File: src/rtl/cpu_ctrl_pkg.sv
// -----------------------------------------------------------------------------
// cpu_ctrl_pkg
// Shared definitions for the multicycle control unit of the 8-bit datapath:
//   - 4-bit FSM state encodings (also shown on the board LEDs via state_dbg)
//   - opcode constants for IR[3:0]
//   - ALU operation codes and ALU B-mux select codes
//   - decoded instruction class record handed from ctrl_opdecode to the FSM
//   - legal memory read latency range and a helper to clamp to it
// -----------------------------------------------------------------------------
package cpu_ctrl_pkg;

  // Memory read latency, in cycles from MemRead assertion to valid Data_out.
  // The FSM wait counter is 2 bits wide, which caps the latency at 4.
  localparam int unsigned MEM_RD_LAT_MIN = 1;
  localparam int unsigned MEM_RD_LAT_MAX = 4;

  typedef enum logic [3:0] {
    S_IDLE   = 4'd0,
    S_FETCH  = 4'd1,
    S_IRLD   = 4'd2,
    S_DECODE = 4'd3,
    S_MRD    = 4'd4,
    S_LDM    = 4'd5,
    S_LWB    = 4'd6,
    S_ST     = 4'd7,
    S_EX     = 4'd8,
    S_WB     = 4'd9,
    S_BR     = 4'd10,
    S_HALT   = 4'd11
  } state_e;

  // Opcode field IR[3:0]. ORI is matched on the low three bits only (x111).
  localparam logic [3:0] OP_LOAD   = 4'b0000;
  localparam logic [3:0] OP_STOP   = 4'b0001;
  localparam logic [3:0] OP_STORE  = 4'b0010;
  localparam logic [3:0] OP_SHR    = 4'b0011;
  localparam logic [3:0] OP_ADD    = 4'b0100;
  localparam logic [3:0] OP_BZ     = 4'b0101;
  localparam logic [3:0] OP_SUB    = 4'b0110;
  localparam logic [3:0] OP_NAND   = 4'b1000;
  localparam logic [3:0] OP_BNZ    = 4'b1001;
  localparam logic [3:0] OP_SHL    = 4'b1011;
  localparam logic [3:0] OP_BPZ    = 4'b1101;
  localparam logic [2:0] OP_ORI_LO = 3'b111;

  typedef enum logic [2:0] {
    ALU_ADD  = 3'b000,
    ALU_SUB  = 3'b001,
    ALU_NAND = 3'b010,
    ALU_OR   = 3'b011,
    ALU_SHL  = 3'b100,
    ALU_SHR  = 3'b101
  } aluop_e;

  typedef enum logic [2:0] {
    ALUB_RY    = 3'b000,  // register Ry
    ALUB_ONE   = 3'b001,  // constant 1 (PC increment)
    ALUB_SEXT  = 3'b010,  // sign-extended IR[7:4] (branch offset)
    ALUB_ZEXT  = 3'b011,  // zero-extended IR[7:3] (ORI immediate)
    ALUB_SHAMT = 3'b100   // IR[7:6] (shift amount)
  } alub_e;

  typedef enum logic [1:0] {
    BR_NONE = 2'd0,
    BR_Z    = 2'd1,
    BR_NZ   = 2'd2,
    BR_PZ   = 2'd3
  } br_kind_e;

  // One-hot instruction class plus the ALU operation the class needs in EX.
  typedef struct packed {
    logic     ld;
    logic     st;
    logic     alu_rr;
    logic     ori;
    logic     shl;
    logic     shr;
    logic     br;
    logic     stop;
    logic     nop;
    br_kind_e br_kind;
    aluop_e   aluop;
  } instr_t;

  // Out-of-range latencies are pulled back into the range the counter covers.
  function automatic int unsigned clamp_lat(input int unsigned lat);
    if (lat < MEM_RD_LAT_MIN) return MEM_RD_LAT_MIN;
    if (lat > MEM_RD_LAT_MAX) return MEM_RD_LAT_MAX;
    return lat;
  endfunction

endpackage : cpu_ctrl_pkg

File: src/rtl/ctrl_opdecode.sv
// -----------------------------------------------------------------------------
// ctrl_opdecode
// Purely combinational decode of the opcode field IR[3:0] into a one-hot
// instruction class, the branch condition kind and the ALU operation.
// Ports:
//   op_i    [3:0]  opcode field IR[3:0]
//   instr_o        decoded class record (instr_t)
// -----------------------------------------------------------------------------
module ctrl_opdecode
  import cpu_ctrl_pkg::*;
(
  input  logic [3:0] op_i,
  output instr_t     instr_o
);

  always_comb begin
    // NOTE: every field gets a default before the case so no path leaves a
    // field unassigned, which would otherwise infer a latch.
    instr_o         = '0;
    instr_o.br_kind = BR_NONE;
    instr_o.aluop   = ALU_ADD;

    // ORI occupies both 0111 and 1111, so it is matched ahead of the case.
    if (op_i[2:0] == OP_ORI_LO) begin
      instr_o.ori   = 1'b1;
      instr_o.aluop = ALU_OR;
    end else begin
      case (op_i)
        OP_LOAD:  instr_o.ld = 1'b1;
        OP_STORE: instr_o.st = 1'b1;
        OP_ADD: begin
          instr_o.alu_rr = 1'b1;
          instr_o.aluop  = ALU_ADD;
        end
        OP_SUB: begin
          instr_o.alu_rr = 1'b1;
          instr_o.aluop  = ALU_SUB;
        end
        OP_NAND: begin
          instr_o.alu_rr = 1'b1;
          instr_o.aluop  = ALU_NAND;
        end
        OP_SHL: begin
          instr_o.shl   = 1'b1;
          instr_o.aluop = ALU_SHL;
        end
        OP_SHR: begin
          instr_o.shr   = 1'b1;
          instr_o.aluop = ALU_SHR;
        end
        OP_BZ: begin
          instr_o.br      = 1'b1;
          instr_o.br_kind = BR_Z;
        end
        OP_BNZ: begin
          instr_o.br      = 1'b1;
          instr_o.br_kind = BR_NZ;
        end
        OP_BPZ: begin
          instr_o.br      = 1'b1;
          instr_o.br_kind = BR_PZ;
        end
        OP_STOP: instr_o.stop = 1'b1;
        // Remaining codes 1010, 1100 and 1110 are NOPs.
        default: instr_o.nop = 1'b1;
      endcase
    end
  end

endmodule : ctrl_opdecode

File: src/rtl/datapath_ctrl.sv
// -----------------------------------------------------------------------------
// datapath_ctrl
// Multicycle control FSM for the 8-bit datapath. Sequences fetch, decode,
// execute and write-back, and provides run/halt control for the board.
// Parameters:
//   MEM_RD_LAT   cycles from MemRead to valid memory data (1..4)
// Ports:
//   CLOCK_50     system clock
//   RESET_N      asynchronous active-low reset
//   run          allow instruction issue at instruction boundaries
//   OpCode[7:0]  instruction register (IR[3:0] is the opcode)
//   N, Z         ALU flags from the flag register
//   PCwrite .. ALUoutLD   single-bit datapath strobes/selects
//   ALU_B[2:0]   ALU B-mux select
//   ALUop[2:0]   ALU operation
//   halted       high while in HALT (STOP executed)
//   state_dbg    current state encoding for the LEDs
// -----------------------------------------------------------------------------
module datapath_ctrl
  import cpu_ctrl_pkg::*;
#(
  parameter int unsigned MEM_RD_LAT = 1
) (
  input  logic       CLOCK_50,
  input  logic       RESET_N,
  input  logic       run,
  input  logic [7:0] OpCode,
  input  logic       N,
  input  logic       Z,
  output logic       PCwrite,
  output logic       AddrSel,
  output logic       MemRead,
  output logic       MemWrite,
  output logic       IRload,
  output logic       MDRload,
  output logic       RASel,
  output logic       RFWrite,
  output logic       RegIn,
  output logic       ABLD,
  output logic       ALU_A,
  output logic       FlagWrite,
  output logic       ALUoutLD,
  output logic [2:0] ALU_B,
  output logic [2:0] ALUop,
  output logic       halted,
  output logic [3:0] state_dbg
);

  localparam int unsigned LAT       = clamp_lat(MEM_RD_LAT);
  // Memory-wait states exit when the counter reaches LAT-1.
  localparam logic [1:0]  WAIT_LAST = 2'(LAT - 1);

  state_e     state_q, state_d;
  logic [1:0] wait_q, wait_d;
  instr_t     instr;
  logic       r_class;      // instruction operates on R1 (RASel=1)
  logic       br_taken;
  state_e     after_instr;  // instruction-boundary target

  // Only the opcode nibble drives control; the register fields feed the
  // datapath directly.
  logic [3:0] unused_opcode_hi;
  assign unused_opcode_hi = OpCode[7:4];

  ctrl_opdecode u_opdecode (
    .op_i    (OpCode[3:0]),
    .instr_o (instr)
  );

  assign r_class     = instr.ori | instr.shl | instr.shr;
  assign br_taken    = ((instr.br_kind == BR_Z)  &&  Z) ||
                       ((instr.br_kind == BR_NZ) && !Z) ||
                       ((instr.br_kind == BR_PZ) && !N);
  assign after_instr = run ? S_FETCH : S_IDLE;

  // ---------------------------------------------------------------------------
  // State and wait-counter registers
  // ---------------------------------------------------------------------------
  always_ff @(posedge CLOCK_50 or negedge RESET_N) begin
    if (!RESET_N) begin
      state_q <= S_IDLE;
      wait_q  <= '0;
    end else begin
      // NOTE: non-blocking assignments so every register samples the values
      // from before this edge, independent of statement order.
      state_q <= state_d;
      wait_q  <= wait_d;
    end
  end

  // ---------------------------------------------------------------------------
  // Next-state logic
  // ---------------------------------------------------------------------------
  always_comb begin
    state_d = state_q;
    wait_d  = wait_q;

    case (state_q)
      S_IDLE: begin
        if (run) state_d = S_FETCH;
      end

      S_FETCH: begin
        if (wait_q == WAIT_LAST) begin
          wait_d  = '0;
          state_d = S_IRLD;
        end else begin
          wait_d = wait_q + 2'd1;
        end
      end

      S_IRLD: state_d = S_DECODE;

      S_DECODE: begin
        if (instr.ld)                                   state_d = S_MRD;
        else if (instr.st)                              state_d = S_ST;
        else if (instr.alu_rr || r_class)               state_d = S_EX;
        else if (instr.br)                              state_d = S_BR;
        else if (instr.stop)                            state_d = S_HALT;
        else                                            state_d = after_instr;
      end

      S_MRD: begin
        if (wait_q == WAIT_LAST) begin
          wait_d  = '0;
          state_d = S_LDM;
        end else begin
          wait_d = wait_q + 2'd1;
        end
      end

      S_LDM: state_d = S_LWB;
      S_LWB: state_d = after_instr;
      S_ST:  state_d = after_instr;
      S_EX:  state_d = S_WB;
      S_WB:  state_d = after_instr;
      S_BR:  state_d = after_instr;

      // Only reset leaves HALT; run is deliberately ignored here.
      S_HALT: state_d = S_HALT;

      default: begin
        state_d = S_IDLE;
        wait_d  = '0;
      end
    endcase
  end

  // ---------------------------------------------------------------------------
  // Output decode (Moore, except PCwrite in BR which follows N/Z)
  // ---------------------------------------------------------------------------
  always_comb begin
    PCwrite   = 1'b0;
    AddrSel   = 1'b0;
    MemRead   = 1'b0;
    MemWrite  = 1'b0;
    IRload    = 1'b0;
    MDRload   = 1'b0;
    RASel     = 1'b0;
    RFWrite   = 1'b0;
    RegIn     = 1'b0;
    ABLD      = 1'b0;
    ALU_A     = 1'b0;
    FlagWrite = 1'b0;
    ALUoutLD  = 1'b0;
    ALU_B     = ALUB_RY;
    ALUop     = ALU_ADD;
    halted    = 1'b0;
    state_dbg = state_q;

    case (state_q)
      S_FETCH: begin
        AddrSel = 1'b1;
        MemRead = 1'b1;
      end

      // PC <= PC + 1 while the instruction register captures memory data.
      S_IRLD: begin
        AddrSel = 1'b1;
        IRload  = 1'b1;
        ALU_A   = 1'b0;
        ALU_B   = ALUB_ONE;
        ALUop   = ALU_ADD;
        PCwrite = 1'b1;
      end

      S_DECODE: begin
        ABLD  = 1'b1;
        RASel = r_class;
      end

      S_MRD: begin
        AddrSel = 1'b0;
        MemRead = 1'b1;
      end

      S_LDM: MDRload = 1'b1;

      S_LWB: begin
        RegIn   = 1'b1;
        RFWrite = 1'b1;
        RASel   = 1'b0;
      end

      S_ST: begin
        AddrSel  = 1'b0;
        MemWrite = 1'b1;
      end

      S_EX: begin
        ALU_A     = 1'b1;
        FlagWrite = 1'b1;
        ALUoutLD  = 1'b1;
        RASel     = r_class;
        ALUop     = instr.aluop;
        if (instr.ori)                  ALU_B = ALUB_ZEXT;
        else if (instr.shl || instr.shr) ALU_B = ALUB_SHAMT;
        else                            ALU_B = ALUB_RY;
      end

      S_WB: begin
        RFWrite = 1'b1;
        RegIn   = 1'b0;
        RASel   = r_class;
      end

      // Offset is added to the PC that IRLD already incremented.
      S_BR: begin
        if (br_taken) begin
          ALU_A   = 1'b0;
          ALU_B   = ALUB_SEXT;
          ALUop   = ALU_ADD;
          PCwrite = 1'b1;
        end
      end

      S_HALT: halted = 1'b1;

      default: ;
    endcase
  end

endmodule : datapath_ctrl

File: config.mk
export PLATFORM = sky130hd
export DESIGN_NAME = datapath_ctrl
export DESIGN_NICKNAME = d
export VERILOG_FILES = /design/src/rtl/cpu_ctrl_pkg.sv /design/src/rtl/ctrl_opdecode.sv /design/src/rtl/datapath_ctrl.sv
export SDC_FILE = /design/constraint.sdc
export NUM_CORES = 1
export LEC_CHECK = 0
export CORE_MARGIN = 2
export CORE_UTILIZATION = 41
export CTS_CLUSTER_SIZE = 25
export DETAILED_ROUTE_END_ITERATION = 12
export MAX_ROUTING_LAYER = met4
export PLACE_DENSITY = 0.83
export SKIP_CTS_REPAIR_TIMING = 1
export SLEW_MARGIN = 25
export SYNTH_ARGS = -nofsm -noshare
export SYNTH_HDL_FRONTEND = slang
export SYNTH_SLANG_ARGS = --single-unit
File: constraint.sdc
create_clock -name CLOCK_50 -period 3.3 [get_ports CLOCK_50]
set_input_delay 0.33 -clock CLOCK_50 [delete_from_list [all_inputs] [get_ports CLOCK_50]]
set_output_delay 0.33 -clock CLOCK_50 [all_outputs]
set_load 0.005 [all_outputs]
==> impl_results.md <==
- Worst Tran Pin Value: 0.509 ns
- Post-synthesis sequential area ratio: 0.215
- Post-route clock period utilization: 0.763
- Core ar.: 1560 µm²
- Drt via density: ~5.6
- Nets: 141
- Clock power frac: 0.104
- Syn Nets: 112
- Initial antenna violation count: 0
- FF-to-FF path depth: 4
- EDFF count, synth: 0
- Port buffer count: 32
- Hold slack: 0.321 ns
- Diode count: 0
- Routed WL: roughly 1.8 mm
- DIE AREA: 2050 µm²
- TritonCTS clock tree: built
- CTS sink count: 6
- DRC: 0
- VDD IR-drop max: around 0.42 mV
- Rel. slew slack: 0.661
- Die Height: ~45 µm
- Sequential share of power: 0.255
- CP endpoint kind: primary output
- Final worst clock skew: 0.00225 ns
- CTS Buffer Depth: 2
- Status: complete, no violations
- Worst reg-to-reg setup slack: roughly 1.7 ns
- Routed Antenna Nets: 0
- Post-Synthesis Cells: 97
- Worst Path Required: 2.97 ns
- Leakage dissipation: between 0.4 and 0.5 nW
- Gr usage total: 0.197
- First-pass GRT wire length: 2.97 mm
- Initial core utilization: 0.449
- Switching power total: ~0.25 mW
- Reg clk slew, reported paths: about 0.040 ns
- Fillers: 146
- Critical Path Start Type: register
- Root Buffer: clkbuf_4
- # Max-Cap Violations: 0
- Ratio of cells with drive above 1 in the final layout: 0.0645
- Top Ports: 37
- Total grt overflow: 0
- GPL Wtd Cong: 0.834
- Pwr/cell area: about 600 nW/µm²
- DRT Pass-1 Iters: 4
- Ys async rst share: 1.00
- Number of global-route vias before repair: 673
- Number of buffers created by CTS: 3
- Detailed placer's ending HPWL: 1.42 mm
- Setup TNS: 0 ns
- Worst-path fanout max: 18
- Setup-failing EPs final: 0
- Syn_area_per_cell: 7.21 µm²
- Final hold viol count: 0
- Mapped Area: 699 µm²
- Final Util: 0.651
- F_max: 0.397 GHz
- Int Power: 0.359 mW
- Routed wire per std cell: roughly 13 µm
- Clk_lat worst skew: 0.23 ns
- Worst setup path class: reg2out
- Worst hold path type: in2async
- Max Slew Vio Count: 0
- Vias: slightly below 800
- Worst Path Arrival: 2.19 ns
- Sw Share: 0.406
- Row count: 14
- Synthesis-to-finish area growth: 45.1%
- #FFs+latches synth: 6
- Minimum clock period: 2.52 ns
- RSZ-0062 raised after global routing: no
- Ys flop type: dfrtp_1
- Total design power: between 0.6 and 0.7 mW
- CTS H-tree depth: 1
- Netlist cell types: 35
- Combinational share of power: 0.641
- Iteration-0 DRC Markers: 15
- Largest net degree at the start of global routing: 19
- Die X: 45.3 µm
- Yosys warnings: 0
## per-stage QoR
step                instance area, µm²  cells  setup WS [ns]
floorplan                          699     97           1.80
global placement                   992    137          0.822
detailed placement                 992    137          0.816
CTS                               1010    140          0.762
global route                      1010    140          0.605
finish                            1010    140          0.784
## cell usage in the layout (no fill, tap or decap), types with 2 or more instances in the layout
cell and instances:
a31oi_1 2, inv_1 5, nand2_1 9, a211oi_1 2
clkbuf_4 3, clkdlybuf4s50_1 32, a21oi_1 2, ha_1 2
inv_2 2, nor2b_1 2, dfrtp_1 6, nor2_1 12
nor3_1 6, mux2i_1 2, a22oi_1 3, nand2b_1 7
nor4_1 2, o21ai_1 6, o21ai_0 2
## worst paths after layout
check,startpoint,endpoint
min,RESET_N,state_dbg[1]
max in group asynchronous,RESET_N,state_dbg[0]
min in group CLOCK_50,wait_q[0],wait_q[0]
min reg2reg,wait_q[0],wait_q[0]
max reg2reg,state_dbg[3],state_dbg[1]
max,state_dbg[3],ALU_B[1]
## cell families (layout without fill, tap and decap cells)
| group | count (synthesis) | after routing | share of synthesized area |
|---|---|---|---|
| flip-flops | 6 | 6 | 0.215 |
| AO/OA/AOI/OAI | 26 | 26 | 0.270 |
| multiplexers | 2 | 2 | 0.0286 |
| buffers and inverters | 16 | 43 | 0.116 |
| adder cells (fa/ha/maj) | 2 | 2 | 0.0358 |
| XOR/XNOR | 1 | 1 | 0.0125 |
| AND/OR/NAND/NOR | 44 | 44 | 0.322 |
## flip-flops by register name, summed over array words and instances, names as in the netlist
| name | flops |
|---|---|
| wait_q | 2 |
| state_dbg | 4 |
## synthesized netlist by cell type, types with 2 or more instances
library cell	number	area share
dfrtp_1	6	0.21
a211oi_1	2	0.021
nor2_1	12	0.064
inv_1	5	0.027
nand2_1	9	0.048
ha_1	2	0.036
o21ai_0	2	0.014
nand2b_1	7	0.063
a31oi_1	2	0.018
a21oi_1	2	0.014
nor3_1	6	0.043
buf_4	4	0.043
nor4_1	2	0.018
a22oi_1	3	0.032
inv_2	2	0.011
nor2b_1	2	0.018
buf_2	5	0.036
o21ai_1	6	0.043
mux2i_1	2	0.029
## power by group through the flow
stage               combinational (mW)  clock (mW)  sequential (mW)
CTS                              0.392      0.0672            0.154
finish                           0.387      0.0627            0.154
detailed placement               0.390           0            0.155
global placement                 0.382           0            0.154
global route                     0.433      0.0704            0.163
floorplan                        0.254           0            0.112
## critical path, cell delays in order (launching register included)
cell             delay, ns
dfrtp_1               0.65
nand2b_1              0.19
nand2b_1              0.24
inv_2                 0.13
a32oi_1               0.10
nor2b_1               0.12
clkdlybuf4s50_1       0.50
## metal layers
metal	track usage	routed length, µm	vias to the layer above	part of all wire
li1	-	-	403	-
met1	0.257	825	350	0.46
met2	0.331	867	32	0.48
met3	0.0120	117	0	0.065
met4	0.0529	0	0	0
met5	-	0	-	0
## cell type report
class / count / area, µm² / area share
sequential: 6 / 150 / 0.148
clock buffer: 3 / 22.5 / 0.0222
timing repair buffer: 33 / 328 / 0.323
inverter: 7 / 26.3 / 0.0259
tap: 16 / 20.0 / 0.0197
multi-input combinational: 75 / 468 / 0.461
Power figures use the tool's default switching activity.
